--- config.mk ---
export PLATFORM = sky130hd
export DESIGN_NAME = control_fsm
export DESIGN_NICKNAME = d
export VERILOG_FILES = /design/src/rtl/cunit_pkg.sv /design/src/rtl/pc_ir_reg.sv /design/src/rtl/control_fsm.sv
export SDC_FILE = /design/constraint.sdc
export NUM_CORES = 1
export LEC_CHECK = 0
export BUFFER_PORTS_ARGS = -buffer_cell sky130_fd_sc_hd__buf_2
export CORE_MARGIN = 2
export CORE_UTILIZATION = 40
export DETAILED_ROUTE_END_ITERATION = 16
export PLACE_DENSITY = 0.82
export SYNTH_ARGS = -nofsm -noshare
export SYNTH_HDL_FRONTEND = slang
export SYNTH_HIERARCHICAL = 1
export SYNTH_SLANG_ARGS = --single-unit
--- constraint.sdc ---
create_clock -name Clk -period 1.9 [get_ports Clk]
set_input_delay 0.19 -clock Clk [delete_from_list [all_inputs] [get_ports Clk]]
set_output_delay 0.19 -clock Clk [all_outputs]
set_load 0.005 [all_outputs]
--- src/rtl/cunit_pkg.sv ---
// Shared definitions for the lab processor control unit: opcodes, state codes,
// ALU select values and field widths.
package cunit_pkg;

    localparam int PC_W  = 5;
    localparam int IR_W  = 16;
    localparam int DA_W  = 8;
    localparam int RA_W  = 4;
    localparam int ALU_W = 3;
    localparam int OP_W  = 4;
    localparam int ST_W  = 4;

    localparam logic [OP_W-1:0] OP_NOOP  = 4'h0;
    localparam logic [OP_W-1:0] OP_STORE = 4'h1;
    localparam logic [OP_W-1:0] OP_LOAD  = 4'h2;
    localparam logic [OP_W-1:0] OP_ADD   = 4'h3;
    localparam logic [OP_W-1:0] OP_SUB   = 4'h4;
    localparam logic [OP_W-1:0] OP_HALT  = 4'h5;

    localparam logic [ALU_W-1:0] ALU_PASS = 3'b000;
    localparam logic [ALU_W-1:0] ALU_ADD  = 3'b001;
    localparam logic [ALU_W-1:0] ALU_SUB  = 3'b010;

    typedef enum logic [ST_W-1:0] {
        S_INIT   = 4'd0,
        S_FETCH  = 4'd1,
        S_DECODE = 4'd2,
        S_NOP    = 4'd3,
        S_LOADA  = 4'd4,
        S_LOADB  = 4'd5,
        S_STORE  = 4'd6,
        S_ADD    = 4'd7,
        S_SUB    = 4'd8,
        S_HALT   = 4'd9
    } state_t;

endpackage

--- src/rtl/pc_ir_reg.sv ---
// Program counter and instruction register. Both load only during Fetch;
// the PC wraps naturally from 31 to 0 through its 5-bit width.
module pc_ir_reg
    import cunit_pkg::*;
(
    input  logic            clk_i,
    input  logic            rst_i,
    input  logic            ld_ir_i,
    input  logic            inc_pc_i,
    input  logic [IR_W-1:0] im_data_i,
    output logic [PC_W-1:0] pc_o,
    output logic [IR_W-1:0] ir_o
);

    logic [PC_W-1:0] pc_q, pc_d;
    logic [IR_W-1:0] ir_q, ir_d;

    // Next values: hold unless Fetch asks for a load/increment.
    always_comb begin
        pc_d = pc_q;
        ir_d = ir_q;
        if (inc_pc_i) pc_d = pc_q + 1'b1;
        if (ld_ir_i)  ir_d = im_data_i;
    end

    // PC/IR storage, cleared asynchronously.
    always_ff @(posedge clk_i or posedge rst_i) begin
        if (rst_i) begin
            pc_q <= '0;
            ir_q <= '0;
        end else begin
            pc_q <= pc_d;
            ir_q <= ir_d;
        end
    end

    assign pc_o = pc_q;
    assign ir_o = ir_q;

endmodule

--- src/rtl/control_fsm.sv ---
// Instruction-sequencing control unit: fetch/decode/execute FSM driving the
// datapath control bus. Outputs are Moore (state + IR).
//
// state  | meaning
// -------+----------------------------------------------
// Init   | after reset, one idle cycle before first fetch
// Fetch  | IR <- ROM data, PC <- PC+1
// Decode | select execute state from opcode
// Nop    | no operation (also opcodes 6..15)
// LoadA  | present data address, wait for memory read
// LoadB  | write memory data into RF
// Store  | write RF[Ra] to data memory
// Add    | RF[W] <- RF[A] + RF[B]
// Sub    | RF[W] <- RF[A] - RF[B]
// Halt   | parked until reset
module control_fsm
    import cunit_pkg::*;
(
    input  logic             Clk,
    input  logic             Reset,
    input  logic [IR_W-1:0]  IM_data,
    output logic [PC_W-1:0]  IM_addr,
    output logic [IR_W-1:0]  IR_Out,
    output logic [PC_W-1:0]  PC_Out,
    output logic [ST_W-1:0]  StateO,
    output logic [DA_W-1:0]  D_addr,
    output logic             D_wr,
    output logic             RF_s,
    output logic [RA_W-1:0]  RF_W_addr,
    output logic             RF_W_wr,
    output logic [RA_W-1:0]  RF_Ra_addr,
    output logic [RA_W-1:0]  RF_Rb_addr,
    output logic             RF_Ra_rd,
    output logic             RF_Rb_rd,
    output logic [ALU_W-1:0] Alu_s0
);

    state_t          state_q, state_d;
    logic [PC_W-1:0] pc;
    logic [IR_W-1:0] ir;
    logic            fetch_en;

    assign fetch_en = (state_q == S_FETCH);

    pc_ir_reg u_pc_ir (
        .clk_i     (Clk),
        .rst_i     (Reset),
        .ld_ir_i   (fetch_en),
        .inc_pc_i  (fetch_en),
        .im_data_i (IM_data),
        .pc_o      (pc),
        .ir_o      (ir)
    );

    // State register with asynchronous reset to Init.
    always_ff @(posedge Clk or posedge Reset) begin
        if (Reset) state_q <= S_INIT;
        else       state_q <= state_d;
    end

    // Next-state logic; unreachable codes recover to Init.
    always_comb begin
        state_d = S_INIT;
        case (state_q)
            S_INIT:   state_d = S_FETCH;
            S_FETCH:  state_d = S_DECODE;
            S_DECODE: begin
                case (ir[15:12])
                    OP_STORE: state_d = S_STORE;
                    OP_LOAD:  state_d = S_LOADA;
                    OP_ADD:   state_d = S_ADD;
                    OP_SUB:   state_d = S_SUB;
                    OP_HALT:  state_d = S_HALT;
                    default:  state_d = S_NOP;
                endcase
            end
            S_LOADA:  state_d = S_LOADB;
            S_NOP, S_LOADB, S_STORE, S_ADD, S_SUB: state_d = S_FETCH;
            S_HALT:   state_d = S_HALT;
            default:  state_d = S_INIT;
        endcase
    end

    // Control bus decoder; everything is 0 unless the state drives it.
    always_comb begin
        D_addr     = '0;
        D_wr       = 1'b0;
        RF_s       = 1'b0;
        RF_W_addr  = '0;
        RF_W_wr    = 1'b0;
        RF_Ra_addr = '0;
        RF_Rb_addr = '0;
        RF_Ra_rd   = 1'b0;
        RF_Rb_rd   = 1'b0;
        Alu_s0     = ALU_PASS;
        case (state_q)
            S_LOADA: D_addr = ir[11:4];
            S_LOADB: begin
                D_addr    = ir[11:4];
                RF_s      = 1'b1;
                RF_W_addr = ir[3:0];
                RF_W_wr   = 1'b1;
            end
            S_STORE: begin
                D_addr     = ir[11:4];
                D_wr       = 1'b1;
                RF_Ra_addr = ir[3:0];
                RF_Ra_rd   = 1'b1;
                Alu_s0     = ALU_PASS;
            end
            S_ADD, S_SUB: begin
                RF_Ra_addr = ir[11:8];
                RF_Rb_addr = ir[7:4];
                RF_Ra_rd   = 1'b1;
                RF_Rb_rd   = 1'b1;
                RF_W_addr  = ir[3:0];
                RF_W_wr    = 1'b1;
                Alu_s0     = (state_q == S_ADD) ? ALU_ADD : ALU_SUB;
            end
            default: ;
        endcase
    end

    assign StateO  = state_q;
    assign PC_Out  = pc;
    assign IM_addr = pc;
    assign IR_Out  = ir;

endmodule

# After elaboration in Yosys (flattened, before gate mapping)
# Index checks and enable logic that the tools add are counted.
[op_classes]
addsub = 1
eq_ne = 14
muxes = 13
n_reduce_logical = 6
[ops]
columns = ["operator", "n"]
rows = [
  ["$pmux W4 S5", 2],
  ["$eq A4 B3 Y1 const B", 6],
  ["$eq A4 B2 Y1 const B", 4],
  ["$reduce_or A3 Y1", 3],
  ["$eq A4 B1 Y1 const B", 2],
  ["$eq A4 B4 Y1 const B", 2],
  ["$mux W4", 2],
  ["$mux W8", 1],
  ["$pmux W4 S2", 1],
  ["$reduce_or A6 Y1", 1],
  ["$add A5 B1 Y5 const B", 1],
  ["$mux W1", 5],
  ["$logic_not A4 Y1", 1],
  ["$mux W2", 2],
  ["$reduce_or A2 Y1", 1],
]
[word_totals]
register_bits = 25
input_bits = 18
output_inout_bits = 58
wordCells = 37

# Logic depth before layout (Yosys ltp)
# Gate-level depths: netlist of run 1.
[logic_depth]
word_depth = 3
ltp_mapped = 6
depth_no_buf = 4

# Cells and area by module
# Netlist of run 1, hierarchy kept.
[modules_own_cells]
columns = ["mod", "n_inst", "cells_per_inst", "area_per_inst_um2", "seq_area_each_um2"]
rows = [
  ["pc_ir_reg", 1, 49, 853.3, 525.5],
  ["control_fsm", 1, 69, 541.8, 100.1],
]

# Least setup slack after synthesis of run 1
# No wires, ideal clock.
[synth_timing]
kind = "register -> register"
from = "register state_q[0] (netlist: StateO[0])"
to = "register u_pc_ir.ir_q[10] (netlist: u_pc_ir/ir_o[10])"
setup_ps = 125
arrival_ps = 1822
t_required_ps = 1775
path_slack_ps = -47
stages_incl_launch_ff = 7
n_path_buf = 3
synth_period_minus_slack_ps = 1947
cell_sequence = "dfrtp_1 -> buf_2 -> nand2b_1 -> nor3_1 -> buf_6 -> buf_12 -> mux2_4"
[synth_via]
elab_chain_cells = 1
[synth_rtl]
columns = ["item", "line_no", "rtl"]
rows = [
  ["start: declaration", "control_fsm.sv:38", "state_t state_q, state_d;"],
  ["start signal: assignment", "control_fsm.sv:58", "else state_q <= state_d;"],
  ["$eq A4 B1 Y1", "control_fsm.sv:43", "assign fetch_en = (state_q == S_FETCH);"],
  ["via fetch_en", "control_fsm.sv:41", "logic fetch_en;"],
  ["end signal: assignment", "pc_ir_reg.sv:33", "ir_q <= ir_d;"],
  ["end: declaration", "pc_ir_reg.sv:16", "logic [IR_W-1:0] ir_q, ir_d;"],
]
# The timed path passes the listed nets, and every way through them passes these cells.
# A chain may end at the register's enable or synchronous reset.

# Final worst setup path of run 1
[layout_timing]
from = "register state_q[3] (netlist: StateO[3])"
to = "output RF_Ra_addr[0]"
[layout_via]
elab_chain_cells = 3
word_cells_on_any_way = 5
cone_classes = "eq/ne: 3; mux: 1; reduce/logical: 1"
[layout_rtl]
columns = ["item", "line_no", "rtl"]
rows = [
  ["$eq A4 B3 Y1 / $eq A4 B4 Y1 (equally long branches)", "control_fsm.sv:96", "case (state_q)"],
  ["$reduce_or A2 Y1", "control_fsm.sv:96", ""],
  ["$pmux W4 S2 *", "control_fsm.sv:96", ""],
  ["end: declaration", "control_fsm.sv:31", "output logic [RA_W-1:0] RF_Ra_addr,"],
]
# Every way passes the cells marked *; elsewhere a longest branch is shown, timed or not.

==> out/qor.yml, run 1 <==
sta:
  fmax_mhz: 542.5
  hold_slack_ns: 0.08290
  rsz0062_at_grt: "true"
  slew_violations: 0
  finalCritPeriodShare_pct: 97.02
  finalSetupViolCount: 0
  fin_setup_tns_ns: 0
  period_minus_slack_ns: 1.843
  fin_skew_ns: 0.002521
  finalHoldViolCount: 0
  fin_ws_ns: 0.05658
power_and_ir_drop:
  vdd_ir_drop_max_mv: 1.101
  power.total_mw: 2.889
  power.density_mw_per_mm2: 1534
  leakage_nw: 0.9840
clocking:
  cts_made_buffers: 3
  clock_path_buffers: 2
  cts_tree: "done"
  root_buffer: "clkbuf_4"
  clk_latency_ns: 0.32
  cts_num_sinks: 25
  htreeDepth: 1
  clk_pin_slew_worst_paths_ns: 0.14
global_route:
  grt_max_degree: 22
  grt_pass1_wl_um: 5409
  antenna_found_initial: 0
  grt_pass1_vias: 1071
  grt_overflow: 0
  groute.usage.overall_pct: 17.12
placed_design:
  placed_cell_area_mm2: 0.001767
  dpl.cell_count: 231
  dp_slack_ns: 0.1841
  gp_congestion: 0.7547
  dp_hpwl_um: 2331
  portBuffers: 74
cells_and_area:
  fin_area_mm2: 0.001883
  postLayoutCoreUtil_pct: 56.43
  stdcell_count: 242
  fin_nets: 216
  area_growth_pct: 34.98
  layout_common_cells: "buf_2 (74), dfrtp_1 (21), and2_1 (16)"
  diodes: 0
  n_fill_cell: 324
  regArea_um2: 630.6
  drive_above_1_share_pct: 59.69
  layout_commonest_cell: "buf_2"
  multiInputGateArea_um2: 694.4
die:
  ios: 76
  row_count: 21
  design.core.area_mm2: 0.003337
  dieWidth_um: 63.06
  start_util_pct: 41.81
  die-area_mm2: 0.003976
  die_y_um: 63.06
synth:
  yosys_warnings: 6
  syn_avg_cell_area_um2: 11.82
  yosysSeqAreaShare_pct: 44.84
  ys_types: 34
  netlist_area_mm2: 0.001395
  syn-num-nets: 137
  synth_async_sr_flop_share_pct: 100.0
  synth_cells: 118
  synth_edf_count: 0
  ys_ff_latch: 25
  synth_flop_cell: "dfrtp_1"
worst_setup_path:
  slowest_stage: "dfrtp_2"
  worstPathRequired_ns: 1.71
  crit_family: "flip-flops"
  cp_max_fo: 10
  path_class: "flip-flop to output port"
  cp.buffers_inverters: 1
  cpPeakStageDelay_ns: 0.52
  cp_cell_sequence: "nor4b_4 -> a31o_4 -> a22o_1 -> buf_2"
  crit_path_end_kind: "output port"
  arrival_ns: 1.65
  critPathLaunchType: "flip-flop"
routing:
  drt_pass1_iterations: 4
  routed_wl_um: 3273
  vias: 1155
  drt_iter0_markers: 60
  wl_per_cell_um: 13.52
  ant_nets: 0
  drc: 0
  vias_per_cell: 4.773
run:
  drv_cap: 0
min_path:
  min_path_type: "primary input to flip-flop"
outcome:
  outcome: "complete, no violations"
==> report_power, final <==
| group | leakage [nW] | switching, mW | internal (mW) |
|---|---|---|---|
| logic | 0.679 | 0.603 | 0.900 |
| clock network | 0.0139 | 0.167 | 0.0805 |
| registers | 0.291 | 0.332 | 0.806 |
| total | 0.984 | 1.10 | 1.79 |
==> registers in the layout (all words and copies together), names as in the netlist <==
signal and flops:
u_pc_ir/pc_o 5, StateO 4, u_pc_ir/ir_o 16
==> path summary, 6_finish.rpt <==
kind                       cells after the start  slack (ns)            start                to
setup / recovery                               4        0.06        StateO[3]     RF_Ra_addr[0]
hold / removal                                 2        0.08       IM_data[8]   u_pc_ir/ir_o[8]
setup reg to reg                               5        0.25        StateO[1]   u_pc_ir/ir_o[0]
hold reg to reg                                1        0.50  u_pc_ir/pc_o[4]   u_pc_ir/pc_o[4]
max in group asynchronous                      4        1.26            Reset  u_pc_ir/ir_o[14]
min in group asynchronous                      3        0.28            Reset         StateO[0]
==> layout make-up <==
type | instances | share of cell area (%)
Sequential cell | 25 | 33.49
Clock buffer | 3 | 1.196
Timing Repair Buffer | 86 | 24.58
Tap cell | 46 | 3.056
Inverter | 2 | 0.3987
Multi-Input combinational cell | 79 | 36.88
Clock inverter | 1 | 0.3987
==> synth_stat cells, drive strengths merged, types with 2 or more instances <==
cell     n  share of area [%]
buf     12                7.5
mux2    17                 16
nor2     3               0.81
a22o     4                2.5
inv      2               0.54
a211oi   2                1.1
xnor2    3                1.9
and2    16                7.2
o21ai    3                1.1
dfrtp   25                 45
a21oi    3                1.1
nand4    2               0.90
nand2b   6                2.7
nor3     3                1.1
xor2     2                1.3
==> what timing repair did <==
item | in CTS | in global routing
buffers inserted | 0 | 6
pin swaps | 0 | 3
resized for setup | 6 | 5
hold buffers | 1 | 0
setup endpoints to repair | 10 | 13
endpoints found under the hold margin | 25 | 0
==> logic make-up after synthesis <==
kind of cell | Yosys count | synth area share, %
flops | 25 | 44.84
fa+ha+maj | 1 | 0.8967
other cells | 1 | 0.2688
mux | 17 | 16.41
compound gates | 16 | 8.071
buf+inv | 14 | 8.072
xor+xnor | 5 | 3.140
simple gates | 39 | 18.30
==> routing by layer <==
metal | track usage, % | part of all wire, % | up-vias | wire [um]
li1 | - | - | 557 | -
met1 | 21.76 | 41 | 555 | 1354
met2 | 28.46 | 52 | 39 | 1687
met3 | 3.929 | 5.9 | 4 | 192
met4 | 6.111 | 1.2 | 0 | 38
met5 | 0 | 0 | - | 0
No activity file was read; power rests on OpenSTA's default activity.
==> run 2: changes to the inputs <==
--- a/config.mk
+++ b/config.mk
@@ -6,7 +6,6 @@
 export NUM_CORES = 1
 export LEC_CHECK = 0
 export BUFFER_PORTS_ARGS = -buffer_cell sky130_fd_sc_hd__buf_2
-export CORE_MARGIN = 2
 export CORE_UTILIZATION = 40
 export DETAILED_ROUTE_END_ITERATION = 16
 export PLACE_DENSITY = 0.82
==> constraint.sdc (replaced) <==
create_clock -name Clk -period 1.9 [get_ports Clk]
set_input_delay 0.19 -clock Clk [delete_from_list [all_inputs] [get_ports Clk]]
set_output_delay 0.19 -clock Clk [all_outputs]
set_load 0.01 [all_outputs]
==> run 2 against run 1 <==
  * Combinational power grew 11%
  * Setup slack gained 0.015 ns
  * Sequential cell count is the same
  * Utilization is the same
  * Critical path depth is the same
  * Worst hold slack lost 0.0021 ns
  * Non-clock buffer count is the same
  * Count of clock-buffer cells in the layout is the same
  * Cell count is the same
  * Global-route usage grew 0.31 points
  * Critical endpoint is now RF_Ra_addr[2]
  * Largest power group unchanged
==> out/qor.yml, run 2 (synthesis results as in run 1) <==
cells_and_area:
  area_growth_pct: 34.98
  postLayoutCoreUtil_pct: 56.43
  n_fill_cell: 312
  regArea_um2: 630.6
  largest_reg_flops: 16
  layout_commonest_cell: "buf_2"
  layout_common_cells: "buf_2 (73), dfrtp_1 (21), and2_1 (15)"
  multiInputGateArea_um2: 684.4
  diodes: 0
  fin_nets: 216
  fin_area_mm2: 0.001883
  drive_above_1_share_pct: 59.69
min_path:
  min_delay_path_depth: 2
  hold_end: "u_pc_ir/ir_o[2]"
  hp-start: "IM_data[2]"
  min_path_type: "primary input to flip-flop"
power_and_ir_drop:
  power.density_mw_per_mm2: 1616
  leakage_nw: 0.9919
  power.total_mw: 3.043
  vdd_ir_drop_max_mv: 0.8385
worst_setup_path:
  worstPathRequired_ns: 1.71
  r2r_slack_ns: 0.29
  path_class: "flip-flop to output port"
  rr_endpoint: "u_pc_ir/pc_o[1]"
  worst_r2r_path_depth: 5
  slowest_stage: "dfrtp_2"
  crit_path_end_kind: "output port"
  cp_cell_sequence: "nor4b_4 -> a31o_4 -> a22o_1 -> buf_2"
  critPathLaunchType: "flip-flop"
  cp_max_fo: 10
  arrival_ns: 1.64
  r2r-start: "StateO[2]"
  cpPeakStageDelay_ns: 0.48
die:
  row_count: 21
  ios: 76
  die_y_um: 61.06
  dieWidth_um: 61.06
  start_util_pct: 41.81
  die-area_mm2: 0.003728
  design.core.area_mm2: 0.003337
routing:
  ant_nets: 0
  vias: 1150
  vias_per_cell: 4.752
  wl_per_cell_um: 13.43
  routed_wl_um: 3250
  drt_pass1_iterations: 4
  drc: 0
  drt_iter0_markers: 34
sta:
  fin_ws_ns: 0.07146
  rsz0062_at_grt: "true"
  slew_violations: 0
  fmax_mhz: 546.9
  fin_skew_ns: 0.003885
  finalHoldViolCount: 0
  period_minus_slack_ns: 1.829
  finalSetupViolCount: 0
  finalCritPeriodShare_pct: 96.24
clocking:
  root_buffer: "clkbuf_4"
  clk_latency_ns: 0.33
  cts_num_sinks: 25
  cts_tree: "done"
  clk_pin_slew_worst_paths_ns: 0.14
  cts_made_buffers: 3
  htreeDepth: 1
  clock_path_buffers: 2
placed_design:
  placed_cell_area_mm2: 0.001772
  dp_slack_ns: 0.2046
  gp_congestion: 0.7270
  dp_hpwl_um: 2346
  portBuffers: 74
global_route:
  groute.usage.overall_pct: 17.42
  grt_overflow: 0
  antenna_found_initial: 0
  grt_max_degree: 23
  grt_pass1_wl_um: 4774
  grt_pass1_vias: 971
outcome:
  outcome: "complete, no violations"
run:
  drv_cap: 0
## run 2: cell types whose count changed in the layout (fill, tap and decap cells not counted), sizes merged
cell,previous run,this run
clkinvlp,1,0
buf,85,84
clkinv,0,1
clkbuf,3,4
## run 2: power breakdown
| part | internal [mW] | switching [mW] |
|---|---|---|
| logic | 0.919 | 0.741 |
| registers | 0.806 | 0.335 |
| clock network | 0.0791 | 0.164 |
| total | 1.80 | 1.24 |
## run 2: timing repair
item	in CTS	in global routing
buffers inserted	2	5
endpoints found under the setup margin	14	15
resized for setup	6	4
pin swaps	0	2
endpoints found under the hold margin	13	0
hold buffers	1	0
## run 2: critical path: cells and delay by family, from the launching register on
family	cells	cell delay, ns
DFF	1	0.48
AOI/OAI and AO/OA	2	0.36
and+or+nand+nor	1	0.35
buffers and inverters	1	0.12
## run 2: worst max path at each step
stage,startpoint,endpoint,slack (ns)
after floorplan,StateO[0],u_pc_ir/ir_o[10],0.12
after detailed placement,StateO[2],RF_Ra_addr[2],0.20
final,StateO[0],RF_Ra_addr[2],0.07
after CTS,StateO[1],RF_W_addr[3],0.03
after global routing,StateO[0],RF_Ra_addr[0],-0.01
after global placement,StateO[2],RF_Rb_addr[3],0.31
## run 2: routing by layer
| layer | share of wire (%) | wire [um] | global-route usage, % |
|---|---|---|---|
| met1 | 44 | 1435 | 23.19 |
| met2 | 50 | 1641 | 28.57 |
| met3 | 4.6 | 148 | 5.252 |
| met4 | 0.74 | 24 | 2.922 |
| met5 | 0 | 0 | 0 |
## run 2: layout make-up
class | instances | share of cell area [%]
Multi-Input combinational cell | 79 | 36.35
Sequential cell | 25 | 33.49
Timing Repair Buffer | 86 | 25.25
Tap cell | 46 | 3.056
Clock buffer | 3 | 1.196
Inverter | 2 | 0.3987
Clock inverter | 1 | 0.2658
## run 2: through the flow
step	hold slack, ns	TNS (ns)	instances
after floorplan	-0.04392	0	118
after global placement	0.08990	0	230
after detailed placement	0.09590	0	230
after CTS	0.06712	0	237
after global routing	0.05986	-0.04299	242
final	0.08084	0	242
==> run 3: changes to the inputs <==
--- a/config.mk
+++ b/config.mk
@@ -8,6 +8,7 @@
 export BUFFER_PORTS_ARGS = -buffer_cell sky130_fd_sc_hd__buf_2
 export CORE_UTILIZATION = 40
 export DETAILED_ROUTE_END_ITERATION = 16
+export HOLD_SLACK_MARGIN = 0.12
 export PLACE_DENSITY = 0.82
 export SYNTH_ARGS = -nofsm -noshare
 export SYNTH_HDL_FRONTEND = slang
==> constraint.sdc (replaced) <==
create_clock -name Clk -period 1.9 [get_ports Clk]
set_input_delay 0.38 -clock Clk [delete_from_list [all_inputs] [get_ports Clk]]
set_output_delay 0.38 -clock Clk [all_outputs]
set_load 0.01 [all_outputs]
==> run 3 against run 2 <==
  * Power is 1.7% higher
  * Global-route usage is 0.94 points lower
  * Largest power group unchanged
  * Clock power is 5% higher
  * The flow now finishes with violations (negative setup slack)
  * Sequential share of layout area is 1.5 points lower
  * Register-to-register slack worse by 0.04 ns
  * Sequential cell count stayed put
  * Utilization is 2.5 points higher
  * Largest cell class unchanged
  * Critical path type unchanged
  * Die area stayed put
==> out/qor.yml, run 3 (synthesis results as in run 1) <==
cells_and_area:
  postLayoutCoreUtil_pct: 58.94
  largest_reg_flops: 16
  diodes: 0
  regArea_um2: 629.4
  n_fill_cell: 298
  drive_above_1_share_pct: 61.31
  layout_common_cells: "buf_2 (70), dfrtp_1 (22), and2_1 (14)"
  stdcell_count: 245
  layout_commonest_cell: "buf_2"
  fin_nets: 219
  area_growth_pct: 40.99
  fin_area_mm2: 0.001967
  multiInputGateArea_um2: 710.7
worst_setup_path:
  arrival_ns: 1.60
  r2r_slack_ns: 0.25
  critPathLaunchType: "flip-flop"
  cp_max_fo: 10
  path_class: "flip-flop to output port"
  r2r-start: "StateO[1]"
  worstPathRequired_ns: 1.52
  worst_r2r_path_depth: 5
  rr_endpoint: "u_pc_ir/ir_o[11]"
  crit_path_end_kind: "output port"
routing:
  vias: 1173
  drt_pass1_iterations: 4
  vias_per_cell: 4.788
  drt_iter0_markers: 38
  wl_per_cell_um: 12.54
  drc: 0
  ant_nets: 0
  routed_wl_um: 3073
power_and_ir_drop:
  power.total_mw: 3.095
  vdd_ir_drop_max_mv: 0.7409
  combPwrFrac_pct: 55.9
  power_switching_mw: 1.259
  power_frac_clock_pct: 8.3
  swShare_pct: 40.66
  pwr-share-seq_pct: 35.8
  p_int_mw: 1.837
  power.density_mw_per_mm2: 1574
  leakage_nw: 1.018
sta:
  rsz0062_at_grt: "true"
  hold_slack_ns: 0.2640
  fin_ws_ns: -0.07916
  period_minus_slack_ns: 1.979
  fin_setup_tns_ns: -0.9084
  finalHoldViolCount: 0
  fin_skew_ns: 0.01300
  finalCritPeriodShare_pct: 104.2
  fmax_mhz: 505.3
  slew_violations: 0
  finalSetupViolCount: 15
outcome:
  violations: "negative setup slack"
  outcome: "finished, violations left"
die:
  dieWidth_um: 61.06
  design.core.area_mm2: 0.003337
  die_y_um: 61.06
  die-area_mm2: 0.003728
  ios: 76
  start_util_pct: 41.81
  row_count: 21
global_route:
  grt-busiest-layer: "met2"
  grt_util_met2_pct: 25.78
  antenna_found_initial: 0
  grtUsageMet3_pct: 4.412
  gr-usage-met1_pct: 22.13
  grt_pass1_vias: 945
  grt_overflow: 0
  grt_pass1_wl_um: 4443
  grt_max_degree: 23
  groute.usage.overall_pct: 16.48
clocking:
  clk_pin_slew_worst_paths_ns: 0.15
  htreeDepth: 1
  cts_tree: "done"
  root_buffer: "clkbuf_4"
  cts_made_buffers: 3
  clk_latency_ns: 0.33
  clock_path_buffers: 2
  cts_num_sinks: 25
placed_design:
  dp_slack_ns: 0.1058
  gp_congestion: 0.7464
  dpl.cell_count: 233
  placed_cell_area_mm2: 0.001794
  dp_hpwl_um: 2221
  portBuffers: 74
min_path:
  hp-start: "IM_data[8]"
  min_path_type: "primary input to flip-flop"
  hold_end: "u_pc_ir/ir_o[8]"
  min_delay_path_depth: 2
run:
  drv_cap: 0
==> run 3: changes by cell type in the layout (fill, tap and decap cells not counted), sizes merged <==
| cell | change |
|---|---|
| clkinv | -1 |
| inv | +1 |
| clkbuf | -1 |
| buf | +4 |
==> run 3: worst max-delay path by stage <==
stage                     slack [ns]  cells after the start          endpoint       from
after detailed placement        0.11                      4     RF_Ra_addr[0]  StateO[0]
after global placement          0.19                      4     RF_Rb_addr[3]  StateO[2]
final                          -0.08                      4     RF_Ra_addr[0]  StateO[2]
after CTS                      -0.06                      4          RF_Ra_rd  StateO[2]
after global routing           -0.19                      4     RF_Ra_addr[0]  StateO[2]
after floorplan                 0.12                      6  u_pc_ir/ir_o[10]  StateO[0]
==> run 3: layer usage <==
metal	up-vias	share of wire, %
met5	-	0
met2	37	50
met4	0	1.8
met3	6	4.1
met1	563	44
li1	567	-
==> run 3: layout make-up <==
| type | instances | share of cell area, % |
|---|---|---|
| clock buffers | 3 | 1.145 |
| clock inverters | 1 | 0.4453 |
| inverters | 2 | 0.3817 |
| multi-input cells | 79 | 36.13 |
| flip-flops and latches | 25 | 32.00 |
| well taps | 46 | 2.926 |
| repair buffers | 89 | 26.97 |
==> run 3: worst max-delay path, stage by stage, from the launching register on <==
cell	delay [ns]
dfrtp_2	0.47
nor4b_4	0.34
a31o_4	0.21
a22o_1	0.14
buf_2	0.12
==> run 3: power groups by stage <==
stage          sequential (mW)  combinational (mW)  clock [mW]
2_1_floorplan             1.19                1.08           0
3_3_place_gp              1.12                1.60           0
3_5_place_dp              1.12                1.63           0
4_1_cts                   1.11                1.70       0.269
5_1_grt                   1.16                1.89       0.288
6_report                  1.11                1.73       0.256
==> run 3: repair_timing <==
| action | in CTS | in global routing |
|---|---|---|
| buffers inserted | 5 | 3 |
| hold buffers | 1 | 0 |
| endpoints found under the hold margin | 25 | 0 |
| resized for setup | 10 | 11 |
| setup endpoints to repair | 23 | 23 |
| pin swaps | 4 | 5 |
